File: config.mk
export PLATFORM = sky130hd
export DESIGN_NAME = instr_sequencer
export DESIGN_NICKNAME = d
export VERILOG_FILES = /design/src/rtl/instr_sequencer.sv
export SDC_FILE = /design/constraint.sdc
export NUM_CORES = 1
export LEC_CHECK = 0
export ABC_AREA = 1
export CAP_MARGIN = 20
export CORE_ASPECT_RATIO = 0.9
export CORE_UTILIZATION = 47
export CTS_BUF_LIST = sky130_fd_sc_hd__clkbuf_4 sky130_fd_sc_hd__clkbuf_8
export CTS_CLUSTER_DIAMETER = 40
export CTS_CLUSTER_SIZE = 20
export DETAILED_ROUTE_END_ITERATION = 10
export GPL_TIMING_DRIVEN = 0
export PLACE_DENSITY_LB_ADDON = 0.12
export SETUP_SLACK_MARGIN = 0.1
export SLEW_MARGIN = 5
export SYNTH_ARGS = -nofsm -noshare
export SYNTH_HDL_FRONTEND = slang
export SYNTH_SLANG_ARGS = --single-unit
File: constraint.sdc
create_clock -name clk -period 5.3 [get_ports clk]
set_input_delay 0.795 -clock clk [delete_from_list [all_inputs] [get_ports clk]]
set_output_delay 0.795 -clock clk [all_outputs]
set_load 0.005 [all_outputs]
File: src/rtl/instr_sequencer.sv
// Instruction encoding shared with the assembler/instruction memory side,
// followed by the multi-cycle sequencer that consumes it.
//
// Instruction byte layout: {opcode[3:0], operand[3:0]}
//   regs : operand = {src[1:0], dst[1:0]}
//   imm2 : operand = {val[1:0], dst[1:0]}
//   imm4 : operand = signed 4-bit branch offset
package custom_types;

    typedef enum logic [3:0] {
        OP_ADD  = 4'h0,
        OP_SUB  = 4'h1,
        OP_AND  = 4'h2,
        OP_OR   = 4'h3,
        OP_XOR  = 4'h4,
        OP_LD   = 4'h5,
        OP_ST   = 4'h6,
        OP_JMP  = 4'h7,
        OP_BEQ  = 4'h8,
        OP_BNE  = 4'h9,
        OP_MOV  = 4'hA,
        OP_MOVI = 4'hB,
        OP_ADDI = 4'hC,
        OP_SUBI = 4'hD,
        OP_LSLI = 4'hE,
        OP_ILL  = 4'hF
    } opcode_t;

    typedef struct packed {
        logic [1:0] src;
        logic [1:0] dst;
    } regs_t;

    typedef struct packed {
        logic [1:0] val;
        logic [1:0] dst;
    } imm2_t;

    typedef union packed {
        regs_t      regs;
        imm2_t      imm2;
        logic [3:0] imm4;
    } operand_t;

    typedef struct packed {
        opcode_t  opcode;
        operand_t operand;
    } instruction_t;

    typedef enum logic [2:0] {
        FETCH         = 3'd0,
        DECODE        = 3'd1,
        EXECUTE       = 3'd2,
        MEMORY_ACCESS = 3'd3,
        WRITE_BACK    = 3'd4
    } state_t;

    typedef enum logic [2:0] {
        ALU_ADD = 3'd0,
        ALU_SUB = 3'd1,
        ALU_AND = 3'd2,
        ALU_OR  = 3'd3,
        ALU_XOR = 3'd4,
        ALU_LSL = 3'd5
    } alu_operation_t;

    typedef enum logic [1:0] {
        WB_ALU = 2'd0,
        WB_MEM = 2'd1,
        WB_REG = 2'd2,
        WB_IMM = 2'd3
    } wb_sel_t;

endpackage

// instr_sequencer: multi-cycle control FSM owning PC, IR and the Z flag.
// Ports: clk/rst (sync, active-high), en start strobe, sync instruction-memory
//   read port, alu_zero feedback; register-file / ALU / data-memory controls out.
// Latency: ALU/MOV 4 cycles, LD 5, ST 4, jumps/branches/illegal 3. en=0 stalls in FETCH.
module instr_sequencer
    import custom_types::*;
#(
    parameter int                  PC_WIDTH   = 8,
    parameter int                  DATA_WIDTH = 8,
    parameter logic [PC_WIDTH-1:0] RESET_PC   = '0
) (
    input  logic                  clk,
    input  logic                  rst,
    input  logic                  en,
    output logic [PC_WIDTH-1:0]   imem_addr,
    input  logic [7:0]            imem_rdata,
    input  logic                  alu_zero,
    output logic [2:0]            state,
    output logic [PC_WIDTH-1:0]   pc,
    output logic [7:0]            ir,
    output logic [1:0]            rf_raddr_a,
    output logic [1:0]            rf_raddr_b,
    output logic [1:0]            rf_waddr,
    output logic                  rf_we,
    output logic [2:0]            alu_op,
    output logic                  alu_b_sel,
    output logic [DATA_WIDTH-1:0] imm,
    output logic [1:0]            wb_sel,
    output logic                  dmem_re,
    output logic                  dmem_we,
    output logic                  z_flag,
    output logic                  illegal,
    output logic                  instr_done
);

    // ------------------------------------------------------------------
    // Architectural state
    // ------------------------------------------------------------------
    state_t              state_q, state_d;
    logic [PC_WIDTH-1:0] pc_q,    pc_d;
    instruction_t        ir_q,    ir_d;
    logic                z_q,     z_d;

    // ------------------------------------------------------------------
    // Decode of the held instruction; stable from EXECUTE to WRITE_BACK
    // because ir only loads in DECODE.
    // ------------------------------------------------------------------
    opcode_t        opc;
    logic           is_alu;       // result from ALU, updates Z
    logic           is_alu_imm;   // ALU B operand is the immediate
    logic           is_mov;
    logic           is_ld;
    logic           is_st;
    logic           is_flow;      // JMP/BEQ/BNE
    logic           is_ill;
    logic           br_taken;
    alu_operation_t alu_op_c;
    wb_sel_t        wb_sel_c;

    assign opc = ir_q.opcode;

    always_comb begin
        is_alu     = 1'b0;
        is_alu_imm = 1'b0;
        is_mov     = 1'b0;
        is_ld      = 1'b0;
        is_st      = 1'b0;
        is_flow    = 1'b0;
        is_ill     = 1'b0;
        br_taken   = 1'b0;
        alu_op_c   = ALU_ADD;
        wb_sel_c   = WB_ALU;
        unique case (opc)
            OP_ADD:  begin is_alu = 1'b1; alu_op_c = ALU_ADD; end
            OP_SUB:  begin is_alu = 1'b1; alu_op_c = ALU_SUB; end
            OP_AND:  begin is_alu = 1'b1; alu_op_c = ALU_AND; end
            OP_OR:   begin is_alu = 1'b1; alu_op_c = ALU_OR;  end
            OP_XOR:  begin is_alu = 1'b1; alu_op_c = ALU_XOR; end
            OP_ADDI: begin is_alu = 1'b1; is_alu_imm = 1'b1; alu_op_c = ALU_ADD; end
            OP_SUBI: begin is_alu = 1'b1; is_alu_imm = 1'b1; alu_op_c = ALU_SUB; end
            OP_LSLI: begin is_alu = 1'b1; is_alu_imm = 1'b1; alu_op_c = ALU_LSL; end
            OP_MOV:  begin is_mov = 1'b1; wb_sel_c = WB_REG; end
            OP_MOVI: begin is_mov = 1'b1; wb_sel_c = WB_IMM; end
            OP_LD:   begin is_ld  = 1'b1; wb_sel_c = WB_MEM; end
            OP_ST:   begin is_st  = 1'b1; end
            OP_JMP:  begin is_flow = 1'b1; br_taken = 1'b1;  end
            OP_BEQ:  begin is_flow = 1'b1; br_taken = z_q;   end
            OP_BNE:  begin is_flow = 1'b1; br_taken = !z_q;  end
            OP_ILL:  begin is_ill  = 1'b1; end
            default: begin is_ill  = 1'b1; end
        endcase
    end

    // Branch offset is relative to the already-incremented PC.
    logic [PC_WIDTH-1:0] br_off;
    assign br_off = {{(PC_WIDTH-4){ir_q.operand.imm4[3]}}, ir_q.operand.imm4};

    // ------------------------------------------------------------------
    // Next-state logic
    // ------------------------------------------------------------------
    always_comb begin
        state_d = state_q;
        pc_d    = pc_q;
        ir_d    = ir_q;
        z_d     = z_q;
        unique case (state_q)
            FETCH: begin
                if (en) begin
                    state_d = DECODE;
                end
            end
            DECODE: begin
                // imem_rdata now reflects the address presented in FETCH.
                ir_d    = instruction_t'(imem_rdata);
                pc_d    = pc_q + PC_WIDTH'(1);
                state_d = EXECUTE;
            end
            EXECUTE: begin
                if (is_ld || is_st) begin
                    state_d = MEMORY_ACCESS;
                end else if (is_alu || is_mov) begin
                    state_d = WRITE_BACK;
                end else begin
                    // Flow control and illegal opcodes finish here.
                    if (is_flow && br_taken) begin
                        pc_d = pc_q + br_off;
                    end
                    state_d = FETCH;
                end
            end
            MEMORY_ACCESS: begin
                state_d = is_ld ? WRITE_BACK : FETCH;
            end
            WRITE_BACK: begin
                if (is_alu) begin
                    z_d = alu_zero;
                end
                state_d = FETCH;
            end
            default: begin
                state_d = FETCH;
            end
        endcase
    end

    always_ff @(posedge clk) begin
        if (rst) begin
            state_q <= FETCH;
            pc_q    <= RESET_PC;
            ir_q    <= '0;
            z_q     <= 1'b0;
        end else begin
            state_q <= state_d;
            pc_q    <= pc_d;
            ir_q    <= ir_d;
            z_q     <= z_d;
        end
    end

    // ------------------------------------------------------------------
    // Outputs. Strobes are qualified with !rst so a reset landing in
    // MEMORY_ACCESS or WRITE_BACK cancels the side effect in that cycle.
    // ------------------------------------------------------------------
    assign imem_addr  = pc_q;
    assign state      = state_q;
    assign pc         = pc_q;
    assign ir         = ir_q;
    assign z_flag     = z_q;

    assign rf_raddr_a = ir_q.operand.regs.dst;
    assign rf_raddr_b = ir_q.operand.regs.src;
    assign rf_waddr   = ir_q.operand.regs.dst;
    assign alu_op     = alu_op_c;
    assign alu_b_sel  = is_alu_imm;
    assign imm        = {{(DATA_WIDTH-2){1'b0}}, ir_q.operand.imm2.val};
    assign wb_sel     = wb_sel_c;

    // WRITE_BACK is only reachable by instructions that write a register.
    assign rf_we      = !rst && (state_q == WRITE_BACK);
    assign dmem_re    = !rst && (state_q == MEMORY_ACCESS) && is_ld;
    assign dmem_we    = !rst && (state_q == MEMORY_ACCESS) && is_st;
    assign illegal    = !rst && (state_q == EXECUTE) && is_ill;
    assign instr_done = !rst && ((state_q == WRITE_BACK)
                              || ((state_q == MEMORY_ACCESS) && is_st)
                              || ((state_q == EXECUTE) && (is_flow || is_ill)));

endmodule
==> flow_summary.toml <==
[power]
p_leak_nw = 0.946
ir_drop_uv = 197
p_per_area_mw_per_mm2 = 242

[die]
fp.dieH_um = 55.4
num_rows = 18
core_area_mm2 = 0.00288
ios = 65
dieArea_mm2 = 0.00340
start_util_pct = 51.6
die_width_um = 61.3

[layout]
diodes = 0
final_core_util_pct = 75.1
fin_nets = 306
nFillCells = 247
post_route_cells_drive_above_1_share_pct = 15.2
syn_to_final_growth_pct = 45.4
multi_input_area_um2 = 774
ff_latch_area_um2 = 400

[routing]
routed_wl_um = 3720
via_count = 1601
drc = 0
drt_first_pass_iters = 7
vias_per_cell = 4.87
drtAntennaViolNets = 0
wl_per_cell_um = 11.3
drt_iter0_drc = 94

[run]
max_cap_viol_count = 0

[worst_setup_path]
r2r_slack_ns = 2.72
crit_required_ns = 4.51
cp.arrival_ns = 2.27
start_kind = "register"
worst-path-max-fanout = 9
cp-end-kind = "output pin"
path_class = "register to output pin"

[clock_network]
ctsLongestPathBuffers = 2
path_clk_slew_ns = 0.12
cts_tree = "built"
cts.sinks = 20
clk_latency_ns = 0.31
ctsHoldBuffers = 0
root_buffer = "clkbuf_4"
cts-resized-gates = 0
htree_num_levels = 1
cts_buffers = 3
postCtsSetupBuffers = 0

[sta]
post-route-period-util_pct = 57.8
setup_viol = 0
hold_viol = 0
clock_skew_ns = 0.0104
finalSetupTns_ns = 0
rsz0062_at_grt = "no"
max_freq_mhz = 326
drv_slew = 0
min_period_ns = 3.06

[yosys]
syn_inst = 223
synth_common_cells = "inv_1 (34), nor2_1 (32), nand2_1 (28)"
synth_top_area_share_pct = 26.9
synth_area_mm2 = 0.00149
yosysWarningCount = 0
synth.most_common_cell = "inv_1"
ys_ff_latch = 20
syn_avg_cell_area_um2 = 6.68
ys_seq_area_share_pct = 26.9
yosysTopAreaCell = "dfxtp_1"
yosys-top-cells-area = "dfxtp_1 (27%), buf_4 (12%), inv_1 (8.6%)"
synth_flop_cell = "dfxtp_1"
ys_async_sr_fraction_pct = 0
synth-edff-count = 0
ys_types = 34

[place]
post-dp-hpwl_um = 2860
portBuffers = 57
place_congestion = 0.853

[global_routing]
grt_max_degree = 12
grt_pass1_wl_um = 6110
grt_overflow = 0
grt_antenna_before_repair = 0
grt_pass1_vias = 1475
grt.total_usage_pct = 23.3

[min_path]
hold_class = "register to register"

[outcome]
status = "finished clean"
==> per-stage QoR <==
step / hold slack [ns] / power (W) / cells / instance area (um^2) / setup WS [ns]
2_1_floorplan: 0.474 / 0.000324 / 228 / 1510 / 3.03
3_3_place_gp: 0.491 / 0.000431 / 325 / 2130 / 2.47
3_5_place_dp: 0.489 / 0.000436 / 325 / 2130 / 2.47
4_1_cts: 0.507 / 0.000526 / 329 / 2160 / 2.25
5_1_grt: 0.518 / 0.000563 / 329 / 2160 / 2.06
6_report: 0.508 / 0.000525 / 329 / 2160 / 2.24
==> cells by family after synthesis <==
group / Yosys count / synth area share, %
and+or+nand+nor: 87 / 28.7
buffers and inverters: 63 / 22.4
AOI/OAI and AO/OA: 46 / 16.7
DFF: 20 / 26.9
adders and majority gates: 4 / 3.87
xor gates and xnor gates: 2 / 1.18
other: 1 / 0.252
==> routing by layer <==
| metal | vias to the layer above | track usage (%) | wire length (um) |
|---|---|---|---|
| met5 | - | 0 | 0 |
| met4 | 0 | 6.35 | 48 |
| met3 | 6 | 4.92 | 382 |
| met2 | 82 | 38.7 | 1690 |
| met1 | 694 | 30.0 | 1600 |
| li1 | 819 | - | - |
==> path summary, 6_finish.rpt <==
kind / startpoint / endpoint / cells past startpoint
hold reg to reg: z_flag / z_flag / 2
hold / removal: z_flag / z_flag / 2
setup reg to reg: state[1] / imem_addr[6] / 16
setup / recovery: state[1] / instr_done / 7
==> critical path, cell delays in order (launching register included) <==
cell	delay (ns)
dfxtp_1	0.43
inv_2	0.10
nor3_4	0.35
inv_1	0.21
nor4_2	0.23
nor2_1	0.06
o21ai_0	0.08
clkdlybuf4s50_1	0.52
==> flip-flops by register name, summed over array words and instances (netlist names) <==
| signal | flops |
|---|---|
| imm | 2 |
| ir | 2 |
| imem_addr | 8 |
| state | 3 |
| opc | 4 |
| z_flag | 1 |
==> placed cells by master (no fill, tap or decap), types with 3 or more instances in the layout <==
cell and count:
inv_1 34, nand3_2 3, ha_1 3, buf_4 23, clkdlybuf4s50_1 57, dfxtp_1 20, nand3_1 10, a21oi_1 19
nor3_1 3, o21ai_0 18, conb_1 6, nand2_1 28, clkbuf_4 3, nand2_2 3, nor2_1 32
==> layout make-up <==
type / count / share of cell area, %
Multi-Input combinational cell: 145 / 35.8
Timing Repair Buffer: 57 / 26.4
Sequential cell: 20 / 18.5
Buffer: 27 / 9.13
Inverter: 36 / 6.24
Tap cell: 40 / 2.31
Clock buffer: 4 / 1.68
==> power breakdown <==
part	leakage (nW)	total (W)	internal, W	switching, W
clock network	0.0210	0.0000904	0.0000419	0.0000485
registers	0.164	0.000200	0.000171	0.0000294
logic	0.760	0.000234	0.000133	0.000101
Note: power is estimated with default switching activity, not from simulation.
